===== src/rtl/cache_ctrl_pkg.sv =====
// ---------------------------------------------------------------------------
// cache_ctrl_pkg
// Shared definitions for the cache miss controller:
//   - state_t   : controller states (IDLE, FETCH, FILL)
//   - INDEX_* / TAG_* : bit ranges of the cache index and tag in a CPU address
//   - line_addr : returns the line-aligned (word offset cleared) address
// ---------------------------------------------------------------------------
package cache_ctrl_pkg;

    typedef enum logic [1:0] {
        IDLE  = 2'd0,
        FETCH = 2'd1,
        FILL  = 2'd2
    } state_t;

    localparam int INDEX_LSB = 2;
    localparam int INDEX_MSB = 11;
    localparam int TAG_LSB   = 12;
    localparam int TAG_MSB   = 14;
    localparam int LINE_ADDR_W = TAG_MSB + 1;

    // Clears the bits below the index so memory sees the start of the line.
    function automatic logic [LINE_ADDR_W-1:0] line_addr(input logic [LINE_ADDR_W-1:0] addr);
        return {addr[LINE_ADDR_W-1:INDEX_LSB], {INDEX_LSB{1'b0}}};
    endfunction

endpackage


===== src/rtl/sat_counter.sv =====
// ---------------------------------------------------------------------------
// sat_counter
// Up-counter that sticks at all-ones instead of wrapping.
//   clk   : clock
//   rst   : synchronous active-low reset, clears the count
//   inc   : increment request for this cycle
//   count : current count value
// ---------------------------------------------------------------------------
module sat_counter #(
    parameter int W = 32
) (
    input  logic         clk,
    input  logic         rst,
    input  logic         inc,
    output logic [W-1:0] count
);

    always_ff @(posedge clk) begin
        if (!rst) begin
            count <= '0;
        end else if (inc && (count != {W{1'b1}})) begin
            count <= count + 1'b1;
        end
    end

endmodule


===== src/rtl/cache_miss_controller.sv =====
// ---------------------------------------------------------------------------
// cache_miss_controller
// Sequencer between the CPU read port, a direct-mapped cache array and the
// backing memory. Hits complete in the request cycle; misses stall the CPU,
// fetch the 128-bit line from memory, write it into the cache and then let
// the retried access complete. Keeps saturating hit and miss counters.
//
// Ports:
//   clk, rst          : clock, synchronous active-low reset
//   cpu_req, cpu_addr : CPU read request and address
//   cpu_ready         : access completes this cycle
//   cache_miss        : combinational miss flag for cache_addr
//   cache_addr        : address driven to the cache
//   cache_write       : one-cycle line write strobe
//   cache_wdata       : line written into the cache
//   mem_rd, mem_addr  : memory line read request and line-aligned address
//   mem_ready         : memory data valid
//   mem_data          : memory line data
//   hit_count         : saturating hit counter
//   miss_count        : saturating miss counter
// ---------------------------------------------------------------------------
module cache_miss_controller
    import cache_ctrl_pkg::*;
#(
    parameter int ADDR_W = 15,
    parameter int LINE_W = 128,
    parameter int CNT_W  = 32
) (
    input  logic              clk,
    input  logic              rst,
    input  logic              cpu_req,
    input  logic [ADDR_W-1:0] cpu_addr,
    output logic              cpu_ready,
    input  logic              cache_miss,
    output logic [ADDR_W-1:0] cache_addr,
    output logic              cache_write,
    output logic [LINE_W-1:0] cache_wdata,
    output logic              mem_rd,
    output logic [ADDR_W-1:0] mem_addr,
    input  logic              mem_ready,
    input  logic [LINE_W-1:0] mem_data,
    output logic [CNT_W-1:0]  hit_count,
    output logic [CNT_W-1:0]  miss_count
);

    state_t            state;
    state_t            state_next;
    logic              refill_q;
    logic [ADDR_W-1:0] miss_addr_q;
    logic [LINE_W-1:0] line_q;
    logic              mem_rd_q;
    logic              cache_write_q;

    logic              miss_take;
    logic              line_take;
    logic              hit_inc;

    always_ff @(posedge clk) begin
        if (!rst) begin
            state         <= IDLE;
            refill_q      <= 1'b0;
            miss_addr_q   <= '0;
            line_q        <= '0;
            mem_rd_q      <= 1'b0;
            cache_write_q <= 1'b0;
        end else begin
            state         <= state_next;
            // Outputs decoded from the next state so they are registered yet
            // line up with the state they belong to.
            mem_rd_q      <= (state_next == FETCH);
            cache_write_q <= (state_next == FILL);
            if (miss_take) begin
                miss_addr_q <= cpu_addr;
                refill_q    <= 1'b1;
            end else if (cpu_ready) begin
                // The first completion after a refill is the retried access.
                refill_q    <= 1'b0;
            end
            if (line_take) begin
                line_q <= mem_data;
            end
        end
    end

    always_comb begin
        state_next = state;
        cpu_ready  = 1'b0;
        cache_addr = miss_addr_q;
        miss_take  = 1'b0;
        line_take  = 1'b0;
        case (state)
            IDLE: begin
                cache_addr = cpu_addr;
                cpu_ready  = cpu_req & ~cache_miss;
                if (cpu_req && cache_miss) begin
                    miss_take  = 1'b1;
                    state_next = FETCH;
                end
            end
            FETCH: begin
                if (mem_ready) begin
                    line_take  = 1'b1;
                    state_next = FILL;
                end
            end
            FILL: begin
                state_next = IDLE;
            end
            default: begin
                state_next = IDLE;
            end
        endcase
    end

    // A refilled access counts only as a miss.
    assign hit_inc     = cpu_ready & ~refill_q;

    assign mem_rd      = mem_rd_q;
    assign mem_addr    = line_addr(miss_addr_q);
    assign cache_write = cache_write_q;
    assign cache_wdata = line_q;

    sat_counter #(.W(CNT_W)) u_hit_cnt (
        .clk   (clk),
        .rst   (rst),
        .inc   (hit_inc),
        .count (hit_count)
    );

    sat_counter #(.W(CNT_W)) u_miss_cnt (
        .clk   (clk),
        .rst   (rst),
        .inc   (miss_take),
        .count (miss_count)
    );

endmodule


===== config.mk =====
export PLATFORM = sky130hd
export DESIGN_NAME = cache_miss_controller
export DESIGN_NICKNAME = d
export VERILOG_FILES = /design/src/rtl/cache_ctrl_pkg.sv /design/src/rtl/sat_counter.sv /design/src/rtl/cache_miss_controller.sv
export SDC_FILE = /design/constraint.sdc
export NUM_CORES = 1
export LEC_CHECK = 0
export CAP_MARGIN = 20
export CORE_MARGIN = 10
export CORE_UTILIZATION = 43
export CTS_BUF_LIST = sky130_fd_sc_hd__clkbuf_16
export DETAILED_ROUTE_END_ITERATION = 8
export HOLD_SLACK_MARGIN = 0.08
export PLACE_DENSITY_LB_ADDON = 0.12
export SLEW_MARGIN = 40
export SYNTH_ARGS = -nofsm -noshare
export SYNTH_HDL_FRONTEND = slang
export SYNTH_SLANG_ARGS = --single-unit

===== constraint.sdc =====
create_clock -name clk -period 2.2 [get_ports clk]
set_input_delay 0.44 -clock clk [delete_from_list [all_inputs] [get_ports clk]]
set_output_delay 0.44 -clock clk [all_outputs]
set_load 0.005 [all_outputs]

-- Word-level counts from Yosys, hierarchy flattened
Index checks and enable logic that the tools add are counted.
- output and inout port bits: 225
- register bits: 212
- word-level logic and storage cells: 35
- input bits: 148
- multiplexer cells: 11
- add/sub/neg operators: 2
- reduce and logical (&&, ||, !) cells: 5
- bitwise logic cells: 4
- eq/ne operators: 5
- operator list (operator ; number):
    adder 32 x 1 -> 32 bit, second input constant ; 2
    != test 32 bit, second input constant ; 2
    two-way mux 15 bit ; 1
    two-way mux 1 bit ; 7
    equality test 2 x 1 -> 1 bit, second input constant ; 2
    two-way mux 2 bit ; 2
    case mux 2 bit (2 select lines) ; 1
    logical AND 1 bit ; 3
    AND 1 bit ; 2
    equality test 2 bit, second input constant ; 1
    logical NOT 2 bit ; 1
    NOT 1 bit ; 2
    nonzero test 2 bit ; 1

-- Depth between registers and ports, before layout
- depth in word-level cells: 5
- gate-level depth with buffers: 9
- depth with buffers taken out: 6

-- Modules after synthesis
A second synthesis with hierarchy kept.
- cell total of the unflattened synthesis: 1071
- area, all modules: 9547.9 um^2
- modules (own cells, without submodules) (module ; area an instance (um^2) ; seq. area each (um^2) ; times used ; cells each):
    cache_miss_controller ; 6139.6 ; 2962.8 ; 1 ; 671
    sat_counter ; 1704.1 ; 640.6 ; 2 ; 200

-- Worst setup path before layout
OpenSTA, ideal clock, no wires.
- path kind: flip-flop to flip-flop
- start point: reg u_miss_cnt.count[0]
- end point: reg u_miss_cnt.count[30]
- setup slack: 199 ps
- required time: 2130 ps
- data arrival time: 1931 ps
- setup time: 70 ps
- path buffers: 0
- cell stages (with the launch flop): 7
- cells stage by stage: dfxtp_1 > ha_1 > nand3_1 > nor4_4 > o2111ai_1 > or4_1 > a21oi_1
- cells in the longest elaborated chain, start to end: 2
- elaborated cells between the ends (all ways): 3
- classes of those cells: 1 x add/sub; 1 x eq/ne; 1 x reduce/logical
- ends and longest elaborated chain (element ; RTL line ; text):
    start: declaration ; sat_counter.sv:15 ; output logic [W-1:0] count
    start signal: assignment ; sat_counter.sv:22 ; count <= count + 1'b1;
    branches (longest 2 deep; another with adder 32 x 1 -> 32 bit) ; n/a ;
Parallel ways; which one is timed is not known.
A chain may end at the register's enable or synchronous reset.

-- Worst setup path in the final report
- start point: reg state[1]
- end point: out cache_addr[7]
- cells in the longest elaborated chain, start to end: 2
- ends and longest elaborated chain (element ; RTL line ; text):
    start: declaration ; cache_miss_controller.sv:46 ; state_t state;
    start signal: assignment ; cache_miss_controller.sv:67 ; state <= state_next;
    logical NOT 2 bit ; cache_miss_controller.sv:91 ; case (state)
    two-way mux 15 bit ; cache_miss_controller.sv:91 ;
    end: declaration ; cache_miss_controller.sv:35 ; output logic [ADDR_W-1:0] cache_addr,
No other way between the ends.

==> results.md <==
Run status:
- The flow ran to the end, and the final reports show no timing, DRC or antenna violations.

Finish:
- The final standard cell area without fillers is 13600 µm².
- The share of the core filled with cells is 0.696.
- Of the cells placed in the final design, the portion with a size suffix greater than 1 is 0.108.
- From synthesis to final layout, the design area changed by 58.1%.
- The total number of nets in the final design is 1597.

Detailed routing:
- Wires add up to 31.2 mm.
- In the detailed route, the total length drawn on met3 is 3.48 mm.
- Dividing the detail-routed wire length by the instance count gives roughly 18 µm.
- In the detailed route, the total length drawn on met2 is 14.8 mm.
- Routed signal wires occupy layers up through met4.
- In the routed layout, each cell is associated on average with a via count of a little over 5.
- The iteration count of the initial detailed-routing pass is 5.
- The number of DRC markers in iteration 0 is between 600 and 700.
- In the routed design, unresolved DRC markers number 0.
- The count of vias placed by the detailed router is about 9k.
- The residual antenna-violating net count after detailed routing is 0.
- The wire length the detailed router placed on met1 is 11.9 mm.

Timing:
- Setup violations remaining at the end of the flow were counted as 0.
- Counting I/O delays and the setup requirement, the final critical path takes around 2.1 ns.
- The count of endpoints failing hold in the final timing report was 0.
- The headroom to the max-slew limit is 0.652.
- The largest clock skew in the final design is about 0.015 ns.
- Of the available clock period, the critical path in the final layout requires 0.973.
- The setup slack after layout is roughly 0.059 ns.
- The maximum frequency from static timing analysis is between 0.4 and 0.5 GHz.
- The final number of max-transition violations is 0.
- For the pin with the worst max-slew slack, the measured transition is between 0.5 and 0.6 ns.
- Adding up every negative setup slack in the final design gives 0 ns.

Critical path:
- The arrival time of data at the critical path endpoint is ~1.7 ns.
- The slowest stage of the critical path belongs to the cell sky130_fd_sc_hd__dfxtp_4.
- Along the worst path, the maximum fanout reaches 8.
- The setup check on the worst reg-to-reg path leaves a slack of 0.10 ns.
- The largest single stage delay on the critical path is ~0.36 ns.
- Traced cell by cell, the critical path runs through nor2_4 > buf_12 > mux2_2 > buf_2.
- The count of buffering cells on the critical path with inverters included is 2.
- The critical path startpoint category is a flip-flop.
- The critical path endpoint category is an output port.
- STA puts the critical path data required time at roughly 1.8 ns.
- The critical path is of the flip-flop to output port type.
- On the critical path the largest part of the delay comes from flip-flops.

Floorplan:
- The area of the core is 19600 µm².
- The chip width is roughly 160 µm.
- The initial utilization of the core area, before any placement, comes to 0.440.
- The die covers roughly 26000 µm².
- Row generation in the floorplan step produced 51 rows.
- The die outline height is 162 µm.
- The boundary pin count is roughly 370.

Clock tree:
- The number of buffers created by CTS is 24.
- The number of levels the H-tree was split into is 1.
- The number of buffers on the longest clock path is 3.
- The CTS tree is done.
- Clock latency on the worst-skew pair, taken at its later pin, is roughly 0.52 ns.
- The clock net in this run drives a total of ~210 sinks.
- The root buffer cell is sky130_fd_sc_hd__clkbuf_16.
- After clock tree synthesis, the clock-pin slew on the worst setup and hold paths is 0.06 ns.

Hold path:
- The type of the tightest min-delay check is flip-flop to flip-flop.

GRT:
- Global routing finished with a remaining overflow of 0.
- The number of antenna violations at the first check in global routing came to 1.
- The first global-routing pass estimated about 48 mm of wire.
- The number of global-route vias before repair is slightly below 9k.
- For this run, the total global-route usage over all layers was measured as 0.222.
- Entering global routing, the biggest net connects between 70 and 80 pins.

Logic synthesis:
- The number of distinct library cells after synthesis is between 50 and 60.
- The netlist area before placement is about 8600 µm².
- In the synthesized netlist the dominant register cell turns out to be sky130_fd_sc_hd__dfxtp_1.
- By area the synthesized netlist is led by sky130_fd_sc_hd__dfxtp_1 (49%), sky130_fd_sc_hd__nand2_1 (14%), sky130_fd_sc_hd__a21oi_1 (11%), sky130_fd_sc_hd__clkbuf_1 (2.4%), sky130_fd_sc_hd__mux2_2 (2.0%).
- The share of Yosys cell area claimed by the top area cell type is 0.492.
- The number of enable flip-flop cells after synthesis is 0.
- The async set or reset register ratio after synthesis is 0.
- The instance count of the mapped netlist is about 1.1k.
- The portion of the post-synthesis area used by sequential elements is 0.492.
- The Yosys warning count is 0.
- The top cell type by total area after synthesis is sky130_fd_sc_hd__dfxtp_1.
- The synthesis-stage register bit count is 212.
- The average instance in the mapped netlist occupies ~8 µm².

Placement:
- The congestion estimate from routability-driven global placement came to between 0.8 and 0.9.
- The number of buffer cells added on primary ports is 370.
- Before CTS, the worst setup slack after placement is -0.369 ns.
- In this run the cell area measured after placement is 12900 µm².
- The half-perimeter wire length of the detailed placement result is between 20 and 25 mm.

Power:
- The analysis attributes to cell leakage a power of between 4 and 5 nW.
- IR analysis of the VDD net gives a maximum drop of 634 µV.
- The total power of the final layout is 0.00839 W.
- The total power divided by cell area is approximately 620 nW/µm².

Flow run:
- Across the run, the number of max-cap violations was 0.
[report_power, final]
part,switching (W),internal (W)
registers,0.0000437,0.00392
clock network,0.00156,0.00197
logic,0.000361,0.000532
[path summary, 6_finish.rpt]
path	startpoint	end	cells past startpoint
worst max-delay path	state[1]	cache_addr[7]	4
worst min-delay path	cache_wdata[71]	cache_wdata[71]	2
worst min register to register	cache_wdata[71]	cache_wdata[71]	2
worst max register to register	state[1]	u_hit_cnt.count[14]	6
[logic make-up (layout without fill, tap and decap cells)]
group / Yosys count / in the layout / synth area share
and+or+nand+nor: 484 / 484 / 0.262
AOI/OAI and AO/OA: 238 / 239 / 0.154
DFF: 212 / 212 / 0.492
buffers and inverters: 84 / 488 / 0.0461
muxes: 27 / 27 / 0.0335
xor gates and xnor gates: 9 / 9 / 0.00914
adders and majority gates: 2 / 2 / 0.00290
other: 1 / 3 / 0.000435
[sequential cells by signal, indices dropped and copies added, names as in the netlist]
signal,flops
miss_addr_q,15
refill_q,1
cache_wdata,128
u_hit_cnt.count,32
u_miss_cnt.count,32
mem_rd,1
state,2
cache_write,1
[worst reg2reg max path, cell delays in order, from the launching register on]
cell	delay (ns)
sky130_fd_sc_hd__dfxtp_4	0.36
sky130_fd_sc_hd__or4b_4	0.56
sky130_fd_sc_hd__inv_2	0.08
sky130_fd_sc_hd__nand2b_2	0.09
sky130_fd_sc_hd__a21o_1	0.26
sky130_fd_sc_hd__or4_1	0.51
sky130_fd_sc_hd__a21oi_1	0.17
[timing repair]
item	CTS	global route
setup buffers	1	3
endpoints found under the hold margin	0	0
pin swaps	1	3
gates cloned	1	1
hold buffers	0	0
gates resized for setup	68	7
endpoints found under the setup margin	16	15
[Yosys cell counts, types with 2 or more instances]
master and n:
sky130_fd_sc_hd__inv_1 2, sky130_fd_sc_hd__o2111ai_1 2, sky130_fd_sc_hd__buf_4 15, sky130_fd_sc_hd__nand2_1 328
sky130_fd_sc_hd__o31ai_1 17, sky130_fd_sc_hd__o21ai_0 19, sky130_fd_sc_hd__and2_1 5, sky130_fd_sc_hd__xnor2_1 4
sky130_fd_sc_hd__nor3_1 4, sky130_fd_sc_hd__ha_1 2, sky130_fd_sc_hd__inv_2 2, sky130_fd_sc_hd__mux2i_1 12
sky130_fd_sc_hd__nand4_1 20, sky130_fd_sc_hd__nand2b_1 13, sky130_fd_sc_hd__or4_1 17, sky130_fd_sc_hd__buf_2 3
sky130_fd_sc_hd__nor2_1 20, sky130_fd_sc_hd__xor2_1 5, sky130_fd_sc_hd__a21oi_1 186, sky130_fd_sc_hd__nor3b_1 2
sky130_fd_sc_hd__and4_1 9, sky130_fd_sc_hd__mux2_2 15, sky130_fd_sc_hd__or2_2 2, sky130_fd_sc_hd__buf_1 3
sky130_fd_sc_hd__buf_6 3, sky130_fd_sc_hd__nand3b_1 3, sky130_fd_sc_hd__a2111oi_4 2, sky130_fd_sc_hd__nand4b_1 2
sky130_fd_sc_hd__and3_1 8, sky130_fd_sc_hd__nor4_4 2, sky130_fd_sc_hd__dfxtp_1 212, sky130_fd_sc_hd__or3_1 20
sky130_fd_sc_hd__a31oi_1 2, sky130_fd_sc_hd__nand3_1 20, sky130_fd_sc_hd__clkbuf_1 56
[layout make-up]
cell class	count	area (µm²)
fillers	1570	5960
repair buffers	442	4300
flip-flops and latches	212	4250
multi-input cells	763	4040
clock buffers	24	601
well taps	265	332
clock inverters	18	88.8
inverters	4	20.0
diodes	1	2.50
[stage by stage]
| step | instances | hold slack, ns |
|---|---|---|
| global placement | 1680 | 0.441 |
| global route | 1729 | 0.452 |
| floorplan | 1058 | 0.434 |
| CTS | 1724 | 0.445 |
| finish | 1729 | 0.451 |
| detailed placement | 1680 | 0.446 |
[placed cells by master, fill, tap and decap left out, types with 3 or more instances in the layout]
cell	synthesis	layout
sky130_fd_sc_hd__clkdlybuf4s50_1	0	354
sky130_fd_sc_hd__nand2_1	328	328
sky130_fd_sc_hd__dfxtp_1	212	210
sky130_fd_sc_hd__a21oi_1	186	186
sky130_fd_sc_hd__buf_4	15	62
sky130_fd_sc_hd__clkbuf_16	0	24
sky130_fd_sc_hd__nand4_1	20	20
sky130_fd_sc_hd__or3_1	20	20
sky130_fd_sc_hd__nand3_1	20	19
sky130_fd_sc_hd__nor2_1	20	19
sky130_fd_sc_hd__o21ai_0	19	19
sky130_fd_sc_hd__o31ai_1	17	17
sky130_fd_sc_hd__or4_1	17	17
sky130_fd_sc_hd__buf_2	3	15
sky130_fd_sc_hd__mux2_2	15	14
sky130_fd_sc_hd__nand2b_1	13	13
sky130_fd_sc_hd__mux2i_1	12	12
sky130_fd_sc_hd__buf_12	0	9
sky130_fd_sc_hd__and3_1	8	8
sky130_fd_sc_hd__and4_1	9	8
sky130_fd_sc_hd__clkinv_1	0	8
sky130_fd_sc_hd__inv_1	2	6
sky130_fd_sc_hd__and2_1	5	5
sky130_fd_sc_hd__xor2_1	5	5
sky130_fd_sc_hd__nor3_1	4	4
sky130_fd_sc_hd__xnor2_1	4	4
sky130_fd_sc_hd__clkinv_2	0	4
sky130_fd_sc_hd__nand3b_1	3	3
[layer usage]
metal | GRT usage | up-vias
li1 | - | 4390
met1 | 0.246 | 4049
met2 | 0.367 | 363
met3 | 0.0999 | 55
met4 | 0.0835 | 0
met5 | 0 | -
No activity file was read; power rests on OpenSTA's default activity.
